## config.mk

```make
export PLATFORM = sky130hd
export DESIGN_NAME = mux_rr_reg
export DESIGN_NICKNAME = d
export VERILOG_FILES = /design/src/rtl/mux_pkg.sv /design/src/rtl/rr_arbiter.sv /design/src/rtl/mux_rr_reg.sv
export SDC_FILE = /design/constraint.sdc
export NUM_CORES = 1
export LEC_CHECK = 0
export BUFFER_PORTS_ARGS = -buffer_cell sky130_fd_sc_hd__buf_4
export CAP_MARGIN = 30
export CORE_ASPECT_RATIO = 1.2
export CORE_UTILIZATION = 28
export DETAILED_ROUTE_END_ITERATION = 7
export HOLD_SLACK_MARGIN = 0.08
export SLEW_MARGIN = 30
export SYNTH_ARGS = -nofsm -noshare
export SYNTH_HDL_FRONTEND = slang
export SYNTH_SLANG_ARGS = --single-unit
```

## constraint.sdc

```tcl
create_clock -name clk -period 2.3 [get_ports clk]
set_clock_uncertainty 0.2 [all_clocks]
set_input_delay 0.46 -clock clk [delete_from_list [all_inputs] [get_ports clk]]
set_output_delay 0.46 -clock clk [all_outputs]
set_load 0.01 [all_outputs]
```

## src/rtl/mux_pkg.sv

```systemverilog
// mux_pkg: arbitration mode constants, output-register state type and index-width helper
package mux_pkg;
  localparam int MUX_MODE_FIXED = 0;
  localparam int MUX_MODE_RR = 1;
  typedef enum logic {EMPTY, FULL} state_t;
  function automatic int clog2(input int n);
    int r;
    r = 0;
    while ((1 << r) < n) r++;
    return r;
  endfunction
endpackage

```

## src/rtl/rr_arbiter.sv

```systemverilog
// rr_arbiter: combinational grant, lowest index or first request at/after ptr
module rr_arbiter
  import mux_pkg::*;
#(
  parameter int N = 4,
  parameter int MODE = MUX_MODE_RR,
  localparam int IDXW = clog2(N)
) (
  input  logic [N-1:0]    req,
  input  logic [IDXW-1:0] ptr,
  output logic [IDXW-1:0] gnt_idx,
  output logic            gnt_any
);
  int start, j;
  // scan from the far end so the request closest to start is written last
  always_comb begin
    start = (MODE == MUX_MODE_RR) ? int'(ptr) : 0;
    gnt_idx = '0;
    gnt_any = 1'b0;
    j = 0;
    for (int k = N - 1; k >= 0; k--) begin
      j = start + k;
      j = (j >= N) ? j - N : j;
      if (req[j]) begin
        gnt_idx = IDXW'(j);
        gnt_any = 1'b1;
      end
    end
  end
endmodule

```

## src/rtl/mux_rr_reg.sv

```systemverilog
// mux_rr_reg: N-way arbitrated mux into a one-entry valid/ready output register
module mux_rr_reg
  import mux_pkg::*;
#(
  parameter int W = 8,
  parameter int N = 4,
  parameter int MODE = MUX_MODE_RR,
  localparam int IDXW = clog2(N)
) (
  input  logic            clk,
  input  logic            rst_n,
  input  logic [N-1:0]    in_valid,
  input  logic [N*W-1:0]  in_data,
  output logic [N-1:0]    in_ready,
  output logic            out_valid,
  output logic [W-1:0]    out_data,
  output logic [IDXW-1:0] out_sel,
  input  logic            out_ready
);
  state_t state, state_n;
  logic [IDXW-1:0] ptr, gnt_idx;
  logic gnt_any, load;
  rr_arbiter #(.N(N), .MODE(MODE)) u_arb (
    .req(in_valid),
    .ptr(ptr),
    .gnt_idx(gnt_idx),
    .gnt_any(gnt_any)
  );
  // rst_n gates load so in_ready is silent while reset is held
  assign load = rst_n & gnt_any & ((state == EMPTY) | out_ready);
  assign in_ready = load ? N'(1) << gnt_idx : '0;
  assign out_valid = state == FULL;
  always_comb begin
    state_n = state;
    state_n = load ? FULL : (out_ready ? EMPTY : state);
  end
  always_ff @(posedge clk or negedge rst_n) begin
    if (!rst_n) begin
      state <= EMPTY;
      out_data <= '0;
      out_sel <= '0;
      ptr <= '0;
    end else begin
      state <= state_n;
      if (load) begin
        out_data <= in_data[gnt_idx*W +: W];
        out_sel <= gnt_idx;
        if (MODE == MUX_MODE_RR) ptr <= (gnt_idx == IDXW'(N - 1)) ? '0 : gnt_idx + 1'b1;
      end
    end
  end
endmodule

```

Word-level counts from Yosys, hierarchy flattened
Cells that the tools add are included.
{"block": "word_totals", "regBits": 13, "input_bits": 39, "output_inout_bits": 15}
{"block": "op_classes", "n_addsub": 8, "order_cmp": 8, "n_eq_ne": 1, "n_shift": 2, "mux": 28, "bitwise": 4, "n_reduce_logical": 1}
{"cell": "$lt A32 B4 Y1 const B", "count": 4}
{"cell": "$mux W32", "count": 4}
{"cell": "$ge A32 B4 Y1 const B", "count": 3}
{"cell": "$sub A32 B4 Y32 const B", "count": 3}
{"cell": "$shiftx A32 B6 Y8", "count": 1}
{"cell": "$mux W1", "count": 14}
{"cell": "$mux W2", "count": 5}
{"cell": "$bmux W1 S2", "count": 4}
{"cell": "$add A2 B2 Y3 const B", "count": 2}
{"cell": "$mux W4", "count": 1}
{"cell": "$shl A1 B2 Y4 const A", "count": 1}
{"cell": "$sub A2 B3 Y4 const B", "count": 1}
{"cell": "$add A2 B1 Y3 const B", "count": 1}
{"cell": "$ge A2 B3 Y1 const B", "count": 1}
{"cell": "$add A2 B1 Y2 const B", "count": 1}
{"cell": "$and A1 B1 Y1", "count": 2}
{"cell": "$eq A2 B2 Y1 const B", "count": 1}
{"cell": "$reduce_bool A2 Y1", "count": 1}
{"cell": "$not A1 Y1", "count": 1}
{"cell": "$or A1 B1 Y1", "count": 1}

Longest topological paths before layout
{"block": "logic_depth", "depth_word": 13, "depth_mapped": 7}

Cells and area by module
From an unflattened synthesis, not the netlist that was laid out.
{"block": "unflattened", "hier_cells": 65, "hier_area_um2": 859.6}
{"mod": "mux_rr_reg", "n_inst": 1, "cells_each": 52, "area_per_inst_um2": 782.0, "seq_area_each_um2": 325.3}
{"mod": "rr_arbiter", "n_inst": 1, "cells_each": 13, "area_per_inst_um2": 77.6, "seq_area_each_um2": 0.0}

Least setup slack after synthesis
OpenSTA, ideal clock, no wires.
{"block": "synth_timing", "path_kind": "input -> output", "from": "input port in_valid[0]", "to": "output port in_ready[2]", "t_arrival_ps": 1648, "t_required_ps": 1640, "slack_ps": -8, "path_stages": 6, "n_path_buf": 2, "path_cell_list": "a21oi_1 > o21ai_1 > o2bb2a_1 > clkbuf_1 > buf_2 > nor3b_1"}
{"block": "synth_via", "elab_chain_len": 10}
{"element": "start, declared", "line_no": "mux_rr_reg.sv:12", "source": "input logic [N-1:0] in_valid,"}
{"element": "$bmux W1 S2", "line_no": "rr_arbiter.sv:24", "source": "if (req[j]) begin"}
{"element": "$mux W1 (implied by the code) (2 in series)", "line_no": "rr_arbiter.sv:24"}
{"element": "$mux W1 (4 in series)", "line_no": "rr_arbiter.sv:24"}
{"element": "$and A1 B1 Y1 (2 in series)", "line_no": "mux_rr_reg.sv:30", "source": "assign load = rst_n & gnt_any & ((state == EMPTY) | out_ready);"}
{"element": "$mux W4 *", "line_no": "mux_rr_reg.sv:31", "source": "assign in_ready = load ? N'(1) << gnt_idx : '0;"}
{"element": "end, declared", "line_no": "mux_rr_reg.sv:14", "source": "output logic [N-1:0] in_ready,"}
Mark *: on every way between the ends. The rest lies on a longest branch, timed or not. The select of a mux whose other input is x is not followed.

Worst setup path after layout
{"block": "layout_timing", "from": "register ptr[1]", "to": "output port in_ready[1]"}
{"block": "layout_via", "elab_chain_len": 13}
{"element": "start, declared", "line_no": "mux_rr_reg.sv:21", "source": "logic [IDXW-1:0] ptr, gnt_idx;"}
{"element": "start signal, assigned", "line_no": "mux_rr_reg.sv:48", "source": "if (MODE == MUX_MODE_RR) ptr <= (gnt_idx == IDXW'(N - 1)) ? '0 : gnt_idx + 1'b1;"}
{"element": "$add A2 B2 Y3", "line_no": "rr_arbiter.sv:22", "source": "j = start + k;"}
{"element": "$sub A32 B4 Y32 / $ge A32 B4 Y1 (equally long branches)", "line_no": "rr_arbiter.sv:23", "source": "j = (j >= N) ? j - N : j;"}
{"element": "$mux W32", "line_no": "rr_arbiter.sv:23"}
{"element": "$bmux W1 S2", "line_no": "rr_arbiter.sv:24"}
{"element": "$mux W1 (implied by the code) (2 in series)", "line_no": "rr_arbiter.sv:24"}
{"element": "$mux W1 (4 in series)", "line_no": "rr_arbiter.sv:24"}
{"element": "$and A1 B1 Y1 (2 in series)", "line_no": "mux_rr_reg.sv:30"}
{"element": "$mux W4 *", "line_no": "mux_rr_reg.sv:31"}
Marks and branches as above.

==> metrics.md <==
| Metric | Value |
|---|---|
| Status | completed |
| Final #Nets | 191 |
| R2R Path End | out_data[6]$_DFFE_PN0P_ |
| Share of cells above drive strength 1 | 58.3% |
| Worst path max stage delay | 0.46 ns |
| Post-route setup TNS | 0 ns |
| Num Clock Sinks | 13 |
| Startpoint types | register |
| Max frequency | 437 MHz |
| Synthesized cell area | 897 um2 |
| Worst Path Arrival | 1.63 ns |
| Area Overhead vs Synth | 62.1% |
| PwrDens | 755 nW/um2 |
| Core Box Area | 3060 um2 |
| H-tree depth | 1 |
| Starting Density | 29.4% |
| Hold_sp | out_ready |
| Clk root buf | clkbuf_4 |
| Fin. max-slew vios | 0 |
| YS warnings | 0 |
| Final cycle utilization of the critical path | 99.4% |
| Synth top area share | 36.3% |
| Largest net degree at the start of global routing | 20 |
| Die area | 3440 um2 |
| Worst Setup SP | ptr[1]$_DFFE_PN0P_ |
| Net Count, Synth | 127 |
| Grt total ovfl | 0 |
| Hold Fails Final Rpt | 0 |
| # Max-Cap Violations | 0 |
| Worst R2R Start | ptr[1]$_DFFE_PN0P_ |
| Critical path's slowest cell | dfrtp_2 |
| Syn avg cell area | 10.2 um2 |
| Gr usage total | 14.8% |
| First-pass GRT wire length | 3780 um |
| Final Critical Period | 2.29 ns |
| DRC | 0 |
| Crit path cell chain | a21bo_1 > a221oi_4 > nand2_1 > nor2_1 > buf_4 |
| DIE WIDTH | 53.7 um |
| Initial DRC count | 15 |
| Worst slew pin tran | 0.311 ns |
| GPL Wtd Cong | 0.754 |
| Wirelength per Cell | 11.8 um |
| Count of final setup violators | 0 |
| RSZ-0062 raised after global routing | true |
| Post-DRT Antenna Nets | 0 |
| Top cells by area, synth | dfrtp_1 36%, mux2i_1 19%, mux2_4 8.4%, nand2_1 6.7%, o21ai_2 4.9% |
| Register area share after synthesis | 36.3% |
| Worst hold path type | in2reg |
| CTS tree | yes |
| VDD IR max | 319 uV |
| Worst EP required | 1.64 ns |
| Fillers | 308 |
| Drt pass-1 iters | 4 |
| P_leak | 0.755 nW |
| Clock transition at path regs | 0.08 ns |
| Vias in the first global route | 942 |
| Post-DP HPWL | 1890 um |
| I/O Buffers | 53 |
| Max clock buf depth | 2 |
| Post-synth cell types | 25 |
| Worst Setup EP | in_ready[1] |
| Top-level I/O count | 54 |
| CP Capture Type | output pin |
| Die Ht | 64.0 um |
| Routed WL | 2210 um |
| Yosys top cell by area | dfrtp_1 |
| Post-Syn Instances | 88 |
| Diode count | 0 |
| Setup slack, reg-to-reg | 0.16 ns |
| Inserted Clock Buffers | 3 |
| FP Rows | 22 |
| Via count | 868 |
| Vias per cell | 4.64 |
| Total chip power | 1.10 mW |
| Number of antenna violations at the first check in global routing | 0 |
| Clk_lat worst skew | 0.27 ns |
| Worst-path maximum fanout | 6 |
| R2r worst-path depth | 7 |
| Crit path kind | reg2out |
| Yosys reg bits | 13 |
| Relative slew slack | 79.0% |
synthesized netlist by cell type:
master and n:
nor3b_1 2, mux2_4 5, mux2i_1 17, a21boi_0 1
o41ai_1 1, buf_6 1, xnor2_1 1, nand2b_1 2
inv_1 2, o21ai_1 5, mux2_2 3, clkbuf_1 2
dfrtp_1 13, nor2b_1 1, nor2_1 1, nand2_1 16
a21oi_1 2, nor3_1 1, buf_2 2, o21ai_2 5
a221oi_2 1, and3_2 1, a21bo_1 1, o2bb2a_1 1
buf_4 1
logic make-up after synthesis:
| family | after synthesis | synth area share [%] |
|---|---|---|
| muxes | 25 | 31.1 |
| and+or+nand+nor | 24 | 12.3 |
| AOI/OAI and AO/OA | 17 | 14.5 |
| DFF | 13 | 36.3 |
| buffers and inverters | 8 | 4.88 |
| xor gates and xnor gates | 1 | 0.976 |
how the worst min path moves through the flow:
stage,to,slack [ns],cells after the start
after floorplan,out_data[0]$_DFFE_PN0P_,-0.04,0
after global placement,ptr[0]$_DFFE_PN0P_,0.21,2
after detailed placement,out_data[1]$_DFFE_PN0P_,0.22,2
after CTS,out_valid$_DFFE_PN0P_,0.28,3
after global routing,out_valid$_DFFE_PN0P_,0.30,3
final,out_valid$_DFFE_PN0P_,0.28,3
cells in the final DEF, fill, tap and decap left out, drive strengths merged:
master       count
o2bb2a           1
o41ai            1
nand2b           2
a221oi           1
a21bo            1
mux2i           17
a21boi           1
inv              2
mux2             8
xnor2            1
o21ai           10
and3             1
nor3             1
clkbuf           4
nor3b            2
dfrtp           13
nor2b            1
nor2             1
buf             64
a21oi            2
dlygate4sd3      1
nand2           16
critical path, delay by kind of cell (launching register included):
family	cells	cell delay (ns)
AOI/OAI and AO/OA	2	0.55
buffers and inverters	1	0.13
DFF	1	0.46
and+or+nand+nor	2	0.23
metal layers:
metal | track usage [%] | part of all wire, % | up-vias
met5 | 0 | 0 | -
met4 | 5.26 | 1.6 | 0
met3 | 3.10 | 6.0 | 4
met2 | 27.6 | 57 | 32
met1 | 15.2 | 35 | 394
li1 | - | - | 438
power by group:
group / internal [mW] / switching, mW
Clock: 0.0670 / 0.0711
Combinational: 0.355 / 0.256
Sequential: 0.297 / 0.0510
Total: 0.719 / 0.378
registers in the layout, indices dropped and copies added (netlist names):
register and cells:
out_valid 1, out_sel 2, out_data 8, ptr 2
area by class of cell:
class | instances | area, um2 | share of cell area [%]
Tap cell | 36 | 45.0 | 3.10
Clock buffer | 4 | 26.3 | 1.81
Inverter | 2 | 7.51 | 0.516
Multi-Input combinational cell | 67 | 558 | 38.4
Timing Repair Buffer | 65 | 490 | 33.7
Sequential cell | 13 | 327 | 22.5
what timing repair did:
item / 4_1_cts / 5_1_grt
hold endpoints to repair: 13 / 0
endpoints found under the setup margin: 4 / 8
hold buffers: 1 / 0
pin swaps: 1 / 0
resized for setup: 4 / 1
buffers inserted: 3 / 0
stage by stage:
| step | std cells | hold slack, ns | worst slack, ns | cell area (um2) | utilization [%] |
|---|---|---|---|---|---|
| global placement | 180 | 0.212 | 0.0599 | 1390 | 45.4 |
| CTS | 188 | 0.277 | -0.0160 | 1460 | 47.7 |
| floorplan | 88 | -0.0356 | 0.0845 | 902 | - |
| global route | 187 | 0.303 | -0.104 | 1450 | 47.6 |
| detailed placement | 180 | 0.218 | 0.0271 | 1390 | 45.4 |
| finish | 187 | 0.279 | 0.0142 | 1450 | 47.6 |
Power figures use the tool's default switching activity.
